**src/rtl/pio_pkg.sv**
```systemverilog
// rtl/pio_pkg.sv - address map constants, edge mode enum and address decode for the PIO bank
package pio_pkg;

    localparam int IN_BASE   = 16;
    localparam int IN_STRIDE = 4;

    localparam logic [1:0] OFF_DATA = 2'd0;
    localparam logic [1:0] OFF_MASK = 2'd1;
    localparam logic [1:0] OFF_EDGE = 2'd2;
    localparam logic [1:0] OFF_RSVD = 2'd3;

    typedef enum logic [1:0] {
        EDGE_RISE = 2'd0,
        EDGE_FALL = 2'd1,
        EDGE_BOTH = 2'd2
    } edge_mode_e;

    typedef struct packed {
        logic       is_out;
        logic       is_in;
        logic [3:0] idx;
        logic [1:0] off;
    } addr_dec_t;

    // Input channels occupy 4-word windows starting at word 16, so addr[5:2]-4 is the channel.
    function automatic addr_dec_t decode_addr(input logic [5:0] addr, input int n_out, input int n_in);
        addr_dec_t  d;
        logic [3:0] ch;
        ch       = addr[5:2] - 4'(IN_BASE / IN_STRIDE);
        d.is_out = int'(addr) < n_out;
        d.is_in  = (addr[5:4] != 2'b00) && (int'(ch) < n_in);
        d.idx    = d.is_out ? addr[3:0] : ch;
        d.off    = addr[1:0];
        return d;
    endfunction

endpackage

```
**src/rtl/avmm_pio_bank_if.sv**
```systemverilog
// rtl/avmm_pio_bank_if.sv - Avalon-MM slave bus bundle for the PIO bank
interface avmm_pio_bank_if;
    logic [5:0]  address;
    logic        read;
    logic        write;
    logic [31:0] writedata;
    logic [31:0] readdata;

    modport master (output address, read, write, writedata, input readdata);
    modport slave  (input address, read, write, writedata, output readdata);
endinterface

```
**src/rtl/pio_in_channel.sv**
```systemverilog
// rtl/pio_in_channel.sv - one input channel: synchroniser, vector debounce, edge capture, mask
module pio_in_channel
    import pio_pkg::*;
#(
    parameter int            DW           = 32,
    parameter int            DEBOUNCE_CYC = 50000,
    parameter edge_mode_e    EDGE_MODE    = EDGE_FALL,
    parameter logic [DW-1:0] IN_RESET     = '1
) (
    input  logic          clk,
    input  logic          reset_n,
    input  logic [DW-1:0] pin,
    input  logic          mask_we,
    input  logic          edge_w1c,
    input  logic [DW-1:0] wdata,
    output logic [DW-1:0] deb,
    output logic [DW-1:0] mask,
    output logic [DW-1:0] edge_bits,
    output logic          irq_term
);

    logic [DW-1:0] s1;
    logic [DW-1:0] sync;
    logic [DW-1:0] deb_prev;
    logic [DW-1:0] cap;

    always_ff @(posedge clk or negedge reset_n) begin
        if (!reset_n) begin
            s1   <= IN_RESET;
            sync <= IN_RESET;
        end else begin
            s1   <= pin;
            sync <= s1;
        end
    end

    if (DEBOUNCE_CYC == 0) begin : g_bypass
        always_ff @(posedge clk or negedge reset_n) begin
            if (!reset_n) deb <= IN_RESET;
            else          deb <= s1;
        end
    end else begin : g_filter
        localparam int            CW   = $clog2(DEBOUNCE_CYC + 1);
        localparam logic [CW-1:0] LAST = CW'(DEBOUNCE_CYC - 1);
        logic [CW-1:0] cnt;

        // s1 != sync means sync is changing on this edge, so the stable run restarts.
        always_ff @(posedge clk or negedge reset_n) begin
            if (!reset_n) begin
                cnt <= '0;
                deb <= IN_RESET;
            end else if (s1 != sync || sync == deb) begin
                cnt <= '0;
            end else if (cnt == LAST) begin
                deb <= sync;
                cnt <= '0;
            end else begin
                cnt <= cnt + 1'b1;
            end
        end
    end

    always_comb begin
        cap = '0;
        case (EDGE_MODE)
            EDGE_RISE: cap = deb & ~deb_prev;
            EDGE_FALL: cap = ~deb & deb_prev;
            default:   cap = deb ^ deb_prev;
        endcase
    end

    // A capture landing with a clear of the same bit keeps the bit set.
    always_ff @(posedge clk or negedge reset_n) begin
        if (!reset_n) begin
            deb_prev  <= IN_RESET;
            mask      <= '0;
            edge_bits <= '0;
        end else begin
            deb_prev  <= deb;
            if (mask_we) mask <= wdata;
            edge_bits <= (edge_bits & ~(edge_w1c ? wdata : '0)) | cap;
        end
    end

    assign irq_term = |(edge_bits & mask);

endmodule

```
**src/rtl/avmm_pio_bank.sv**
```systemverilog
// rtl/avmm_pio_bank.sv - Avalon-MM PIO bank: output registers, input channels, read mux, irq
module avmm_pio_bank
    import pio_pkg::*;
#(
    parameter int            N_OUT        = 4,
    parameter int            N_IN         = 2,
    parameter int            DW           = 32,
    parameter int            DEBOUNCE_CYC = 50000,
    parameter int            EDGE_MODE    = 1,
    parameter logic [DW-1:0] IN_RESET     = '1,
    parameter logic [DW-1:0] OUT_RESET    = '0
) (
    input  logic                 clk,
    input  logic                 reset_n,
    avmm_pio_bank_if.slave       bus,
    output logic                 irq,
    output logic [N_OUT*DW-1:0]  out_export,
    input  logic [N_IN*DW-1:0]   in_export
);

    addr_dec_t                   dec;
    logic [N_OUT-1:0][DW-1:0]    out_q;
    logic [N_IN-1:0][DW-1:0]     deb_a;
    logic [N_IN-1:0][DW-1:0]     mask_a;
    logic [N_IN-1:0][DW-1:0]     edge_a;
    logic [N_IN-1:0]             mask_we;
    logic [N_IN-1:0]             edge_w1c;
    logic [N_IN-1:0]             irq_terms;
    logic [31:0]                 rd_mux;

    assign dec        = decode_addr(bus.address, N_OUT, N_IN);
    assign out_export = out_q;

    always_ff @(posedge clk or negedge reset_n) begin
        if (!reset_n) begin
            out_q <= {N_OUT{OUT_RESET}};
        end else begin
            for (int k = 0; k < N_OUT; k++) begin
                if (bus.write && dec.is_out && int'(dec.idx) == k) out_q[k] <= bus.writedata[DW-1:0];
            end
        end
    end

    for (genvar i = 0; i < N_IN; i++) begin : g_in
        assign mask_we[i]  = bus.write && dec.is_in && int'(dec.idx) == i && dec.off == OFF_MASK;
        assign edge_w1c[i] = bus.write && dec.is_in && int'(dec.idx) == i && dec.off == OFF_EDGE;

        pio_in_channel #(
            .DW           (DW),
            .DEBOUNCE_CYC (DEBOUNCE_CYC),
            .EDGE_MODE    (edge_mode_e'(EDGE_MODE[1:0])),
            .IN_RESET     (IN_RESET)
        ) u_ch (
            .clk       (clk),
            .reset_n   (reset_n),
            .pin       (in_export[i*DW +: DW]),
            .mask_we   (mask_we[i]),
            .edge_w1c  (edge_w1c[i]),
            .wdata     (bus.writedata[DW-1:0]),
            .deb       (deb_a[i]),
            .mask      (mask_a[i]),
            .edge_bits (edge_a[i]),
            .irq_term  (irq_terms[i])
        );
    end

    always_comb begin
        rd_mux = '0;
        for (int k = 0; k < N_OUT; k++) begin
            if (dec.is_out && int'(dec.idx) == k) rd_mux[DW-1:0] = out_q[k];
        end
        for (int i = 0; i < N_IN; i++) begin
            if (dec.is_in && int'(dec.idx) == i) begin
                case (dec.off)
                    OFF_DATA: rd_mux[DW-1:0] = deb_a[i];
                    OFF_MASK: rd_mux[DW-1:0] = mask_a[i];
                    OFF_EDGE: rd_mux[DW-1:0] = edge_a[i];
                    default:  rd_mux = '0;
                endcase
            end
        end
    end

    always_ff @(posedge clk or negedge reset_n) begin
        if (!reset_n) begin
            bus.readdata <= '0;
            irq          <= 1'b0;
        end else begin
            if (bus.read) bus.readdata <= rd_mux;
            irq <= |irq_terms;
        end
    end

endmodule

```
**src/flat_wrapper.sv**
```systemverilog
// flat-port wrapper written by rule: the top's interface ports become plain ports
module avmm_pio_bank_flat import pio_pkg::*;
#(
    parameter int            N_OUT        = 4,
    parameter int            N_IN         = 2,
    parameter int            DW           = 32,
    parameter int            DEBOUNCE_CYC = 50000,
    parameter int            EDGE_MODE    = 1,
    parameter logic [DW-1:0] IN_RESET     = '1,
    parameter logic [DW-1:0] OUT_RESET    = '0
)
  (clk, reset_n, irq, out_export, in_export, bus_address, bus_read, bus_write, bus_writedata, bus_readdata);
  avmm_pio_bank_if bus_i ();
  input  logic clk;
  input  logic reset_n;
  output logic irq;
  output logic [N_OUT*DW-1:0] out_export;
  input  logic [N_IN*DW-1:0] in_export;
  input wire logic [$bits(bus_i.address)-1:0] bus_address;
  input wire logic [$bits(bus_i.read)-1:0] bus_read;
  input wire logic [$bits(bus_i.write)-1:0] bus_write;
  input wire logic [$bits(bus_i.writedata)-1:0] bus_writedata;
  output wire logic [$bits(bus_i.readdata)-1:0] bus_readdata;
  assign bus_i.address = bus_address;
  assign bus_i.read = bus_read;
  assign bus_i.write = bus_write;
  assign bus_i.writedata = bus_writedata;
  assign bus_readdata = bus_i.readdata;
  avmm_pio_bank #(.N_OUT(N_OUT), .N_IN(N_IN), .DW(DW), .DEBOUNCE_CYC(DEBOUNCE_CYC), .EDGE_MODE(EDGE_MODE), .IN_RESET(IN_RESET), .OUT_RESET(OUT_RESET)) u_core (.clk(clk), .reset_n(reset_n), .bus(bus_i), .irq(irq), .out_export(out_export), .in_export(in_export));
endmodule
```
**config.mk**
```make
export PLATFORM = sky130hd
export DESIGN_NAME = avmm_pio_bank_flat
export DESIGN_NICKNAME = d
export VERILOG_FILES = /design/src/rtl/pio_pkg.sv /design/src/rtl/avmm_pio_bank_if.sv /design/src/rtl/pio_in_channel.sv /design/src/rtl/avmm_pio_bank.sv /design/src/flat_wrapper.sv
export SDC_FILE = /design/constraint.sdc
export NUM_CORES = 1
export LEC_CHECK = 0
export CAP_MARGIN = 10
export CORE_MARGIN = 2
export CORE_UTILIZATION = 35
export CTS_BUF_LIST = sky130_fd_sc_hd__clkbuf_16
export DETAILED_ROUTE_END_ITERATION = 16
export SETUP_SLACK_MARGIN = 0.15
export SLEW_MARGIN = 20
export SYNTH_ARGS = -nofsm -noshare
export SYNTH_HDL_FRONTEND = slang
export SYNTH_SLANG_ARGS = --single-unit
export TNS_END_PERCENT = 10
```
**constraint.sdc**
```tcl
create_clock -name clk -period 4.71 [get_ports clk]
set_input_delay 0.7065 -clock clk [delete_from_list [all_inputs] [get_ports clk]]
set_output_delay 0.7065 -clock clk [all_outputs]
set_load 0.01 [all_outputs]
```
# ---- Yosys cells after proc, flatten, opt, wreduce, memory -nomap -nowiden
# Cells that the tools add are included.
dict set report totals {
  ff_bits 577
  input_bits 106
  output_inout_bits 161
}
dict set report classes {
  magnitude_cmp 2
  n_mux 15
  addsub 3
  n_bitwise 14
  reduce_logical 27
  n_eq_ne 11
}
# operator count
set ops {}
lappend ops {{2-to-1 mux 32 bit} 8}
lappend ops {{bitwise AND 32 bit} 6}
lappend ops {{one-hot mux 32 bit (3 select lines)} 2}
lappend ops {{NOT 32 bit} 4}
lappend ops {{== test 32 bit} 2}
lappend ops {{2-to-1 mux 16 bit} 4}
lappend ops {{inequality test 32 bit} 2}
lappend ops {{bitwise OR 32 bit} 2}
lappend ops {{OR reduction 64 bit} 1}
lappend ops {{adder 16 x 1 -> 16 bit, second input constant} 2}
lappend ops {{== test 16 bit, second input constant} 2}
lappend ops {{logical AND 1 bit} 19}
lappend ops {{== test 4 x 3 -> 1 bit, second input constant} 2}
lappend ops {{less-than comparator 6 x 3 -> 1 bit, second input constant} 1}
lappend ops {{== test 4 x 2 -> 1 bit, second input constant} 1}
lappend ops {{logical NOT 4 bit} 1}
lappend ops {{less-than comparator 4 x 2 -> 1 bit, second input constant} 1}
lappend ops {{2-to-1 mux 4 bit} 1}
lappend ops {{AND reduction 2 bit} 2}
lappend ops {{subtractor 4 x 3 -> 4 bit, second input constant} 1}
lappend ops {{== test 2 x 1 -> 1 bit, second input constant} 1}
lappend ops {{== test 2 bit, second input constant} 1}
lappend ops {{logical NOT 2 bit} 1}
lappend ops {{logical OR 1 bit} 2}
lappend ops {{other kinds (2)} 3}

# ---- Longest topological paths before layout
dict set report depth {
  depth_word 10
  mapped_depth 9
}

# ---- By module
# From an unflattened synthesis, not the netlist that was laid out.
dict set report unflattened {
  cells_unflattened 1890
  area_unflattened_um2 24758.7
}
# mod instances cells_each seq_area_each_um2 area_each_um2
set modules_own_cells {}
lappend modules_own_cells {pio_in_channel 2 576 5365.1 8056.5}
lappend modules_own_cells {avmm_pio_bank 1 738 4028.9 8645.8}

# ---- Worst setup path before layout
# Ideal clock, no wire load.
dict set report synth_path {
  path_kind {input to register}
  start {input bus_address[5]}
  end {register u_core.out_q, in the netlist u_core.out_export[10]}
  required_ps 4585
  setup_time_ps 125
  arrival_ps 2428
  setup_slack_ps 2157
  stages 7
  n_path_buf 2
  cell_sequence {inv_1 -> ha_1 -> or3b_4 -> or4b_4 -> buf_6 -> buf_12 -> mux2_4}
}
dict set report synth_via {
  elab_chain_cells 4
  word_cells_on_any_way 6
}
# element line
set synth_rtl {}
lappend synth_rtl {{from (decl)} flat_wrapper.sv:19} ;# input wire logic [$bits(bus_i.address)-1:0] bus_address;
lappend synth_rtl {{less-than comparator 6 x 3 -> 1 bit / subtractor 4 x 3 -> 4 bit (equally long branches)} {pio_pkg.sv:30, pio_pkg.sv:29}}
lappend synth_rtl {{2-to-1 mux 4 bit} pio_pkg.sv:32} ;# d.idx = d.is_out ? addr[3:0] : ch;
lappend synth_rtl {{logical NOT 4 bit} avmm_pio_bank.sv:39} ;# if (bus.write && dec.is_out && int'(dec.idx) == k) out_q[k] <= bus.writedata[DW-1:0];
lappend synth_rtl {{logical AND 1 bit (*)} avmm_pio_bank.sv:39}
lappend synth_rtl {{to (signal assigned)} avmm_pio_bank.sv:36} ;# out_q <= {N_OUT{OUT_RESET}};
lappend synth_rtl {{to (decl)} avmm_pio_bank.sv:22} ;# logic [N_OUT-1:0][DW-1:0] out_q;
# Every way passes the cells marked *; elsewhere a longest branch is shown, timed or not.
# A chain may end at the register's enable or synchronous reset.

# ---- Final worst setup path
dict set report layout_path {
  start {input bus_address[4]}
  end {register u_core.g_in[0].u_ch.mask[3]}
}
dict set report layout_via {
  elab_chain_cells 6
  word_cells_on_any_way 10
}
# element line
set layout_rtl {}
lappend layout_rtl {{subtractor 4 x 3 -> 4 bit} pio_pkg.sv:29} ;# ch = addr[5:2] - 4'(IN_BASE / IN_STRIDE);
lappend layout_rtl {{less-than comparator 4 x 2 -> 1 bit} pio_pkg.sv:31} ;# d.is_in = (addr[5:4] != 2'b00) && (int'(ch) < n_in);
lappend layout_rtl {{logical AND 1 bit} pio_pkg.sv:31}
lappend layout_rtl {{logical AND 1 bit} avmm_pio_bank.sv:45} ;# assign mask_we[i] = bus.write && dec.is_in && int'(dec.idx) == i && dec.off == OFF_MASK;
lappend layout_rtl {{logical AND 1 bit (*) (2 in series)} avmm_pio_bank.sv:45}
lappend layout_rtl {{to (signal assigned)} pio_in_channel.sv:80} ;# if (mask_we) mask <= wdata;
lappend layout_rtl {{to (decl)} pio_in_channel.sv:17} ;# output logic [DW-1:0] mask,
# Marks and branches as above.

==> flow_summary.yaml <==
status:
  outcome: "completed"
final_layout:
  final_common_cell: "dfrtp_1"
  final_layout_size_suffix_gt1_share_pct: 31.4
  insertedDiodeCount: 0
  fin_nets: 2181
  mostFrequentLayoutCells: "321 x dfrtp_1, 262 x clkdlybuf4s50_1, 256 x dfstp_2"
  syn_to_final_growth_pct: 23.6
logic_synthesis:
  syn_avg_cell_area_um2: 13.7
  async_flop_share_pct: 100
  synth_edf_count: 0
  seq_area_frac_synth_pct: 60.0
  ys_types: 46
  syn-num-nets: 1903
  synth-main-ff-cell: "dfrtp_1"
  ys_ff_latch: 577
  syn_inst: 1793
  ys_warn_count: 0
  netlist_area_mm2: 0.0246
worst_setup_path:
  path_depth: 9
  critPathBufInv: 4
  r2r_cells: 6
  crit_arrival_ns: 3.40
  cp-end-kind: "flop"
  r2r_slack_ns: 1.96
  crit_family: "buffers and inverters"
  cp-startpoint: "bus_address[4]"
  r2r-start: "u_core.g_in[1].u_ch.sync[25]"
  cp_max_fo: 32
  timing.rr.end: "u_core.g_in[1].u_ch.deb[23]"
  crit_slowest_cell: "clkdlybuf4s50_1"
  crit_path_max_incr_delay_ns: 0.54
  crit_path_start_kind: "input port"
  cp.required_ns: 5.18
  crit_type: "in2reg"
  crit_path_cell_trace: "clkdlybuf4s50_1 -> inv_1 -> ha_1 -> nand3b_1 -> nor4_4 -> buf_4 -> and4b_1 -> buf_4 -> mux2_2"
  path_common_cell: "buf_4"
  cp-endpoint: "u_core.g_in[0].u_ch.mask[3]"
timing:
  fin_crit_ns: 2.93
  tns_ns: 0
  maxSlewHeadroom_pct: 46.2
  drv_slew: 0
  finalSetupViolCount: 0
  skew_ns: 0.0218
  rsz0062_at_grt: "no"
  finalCritPeriodShare_pct: 62.2
  hold_viol_final: 0
  fmaxAchievable_mhz: 341
  worst_slew_pin_slew_ns: 0.808
global_route:
  overflow: 0
  antenna_found_initial: 0
  grtUsageTotal_pct: 20.1
  grt_pass1_vias: 16100
  grt_max_degree: 109
  grt_first_pass_wirelength_mm: 107
clocking:
  hold_buffers: 0
  cts_tree: "yes"
  cts_max_level: 3
  root_buffer: "clkbuf_16"
  path_clk_slew_ns: 0.05
  cts_buffers: 66
  cts.path.max_buffers: 3
  cts.sink_count: 577
  cts-resized-gates: 0
  clock_latency_ns: 0.59
  postCtsSetupBuffers: 0
place:
  place_congestion: 0.818
  dp_hpwl_mm: 50.6
  portBuffers: 266
pwr:
  p_leak_nw: 12.5
  power_density_mw_per_mm2: 384
  worst_ir_drop_vdd_mv: 0.289
  finalPower_w: 0.0117
routing:
  dr.pass1.iters: 8
  finalWirelength_mm: 72.2
  post_drt_via_cell_ratio: 5.17
  post-route-drc-count: 0
  dr_total_vias: 15800
  ant_nets: 0
  routedWlPerCell_um: 23.6
  drt_iter0_markers: 1278
floorplan:
  die_area_mm2: 0.0724
  die_h_um: 269
  rows: 97
  core_mm2: 0.0698
  design.portCount: 267
  initial_core_util_pct: 35.2
  die_w_um: 269
hold_path:
  hold_path.class: "in2async"
run:
  drv_cap: 0
## registers in the layout, indices dropped and copies added (netlist names)
signal,cells
u_core.g_in.u_ch.g_filter.cnt,32
u_core.irq,1
u_core.g_in.u_ch.mask,64
u_core.g_in.u_ch.s1,64
u_core.g_in.u_ch.deb,64
u_core.g_in.u_ch.sync,64
u_core.g_in.u_ch.deb_prev,64
u_core.out_export,128
u_core.bus.readdata,32
u_core.g_in.u_ch.edge_bits,64
## power breakdown
part / internal, W / switching [W]
Clock: 0.00296 / 0.00203
Sequential: 0.00526 / 0.000226
Combinational: 0.000650 / 0.000551
## final cells by class
type | count | area [µm²]
well taps | 940 | 1180
repair buffers | 295 | 2980
clock inverters | 46 | 299
multi-input cells | 1063 | 9140
flip-flops and latches | 577 | 14800
fillers | 6352 | 39400
clock buffers | 72 | 1800
inverters | 68 | 255
## worst register-to-register path, cell delays in order, from the launching register on
cell and delay (ns):
dfstp_2 0.56, xor2_1 0.07, nor4_1 0.50, nand4_1 0.28, a2111oi_4 0.33, buf_4 0.52, mux2_2 0.41
## layer usage
metal  wire length, µm  vias to the layer above  track usage, %  part of all wire [%]
li1                  -                     6972               -                     -
met1             32300                     8225            28.3                    45
met2             32300                      516            30.2                    45
met3              5200                      115            4.79                   7.2
met4              2450                        0            7.12                   3.4
met5                 0                        -               0                     0
## per-stage QoR
step | util, % | hold slack [ns] | instance area (µm²) | instances | setup slack, ns
after floorplan | - | 0.360 | 24600 | 1793 | 2.16
after global placement | 40.6 | 0.363 | 28300 | 2943 | 1.25
after detailed placement | 40.6 | 0.362 | 28300 | 2943 | 1.21
after CTS | 43.6 | 0.155 | 30400 | 3061 | 1.82
after global routing | 43.6 | 0.170 | 30400 | 3061 | 1.72
final | 43.6 | 0.153 | 30400 | 3061 | 1.78
## how the worst min path moves through the flow
stage | endpoint | slack (ns) | cells past startpoint
after floorplan | u_core.g_in[0].u_ch.sync[0] | 0.36 | 0
after global placement | u_core.g_in[1].u_ch.sync[15] | 0.36 | 0
after detailed placement | u_core.g_in[1].u_ch.sync[15] | 0.36 | 0
after CTS | u_core.out_export[3] | 0.16 | 1
after global routing | u_core.out_export[65] | 0.17 | 1
final | u_core.out_export[67] | 0.15 | 1
## cell usage after synthesis (14+ instances only)
cell	instances	area [µm²]
a221oi_1	16	140
xnor2_1	79	692
nand4_1	29	181
nor2_1	42	158
clkbuf_1	34	128
dfstp_2	256	6730
buf_2	28	140
a222oi_1	22	220
mux4_2	32	721
xor2_1	77	674
nor3_1	36	180
a22o_1	80	701
mux2_2	198	2230
mux2_4	50	751
a21oi_1	23	115
nor4_1	22	138
nand2_1	151	567
inv_1	68	255
mux2i_1	64	641
o21ai_0	64	320
nand3_1	14	70.1
dfrtp_1	321	8030
## cell families (layout without fill, tap and decap cells)
kind of cell,after synthesis,after routing,synth area share [%]
fa+ha+maj,4,4,0.204
mux,352,352,18.0
buf+inv,153,481,3.07
simple gates,322,322,6.19
flops,577,577,60.0
compound gates,229,229,6.94
xor+xnor,156,156,5.56
(Power assumes the default switching activity.)
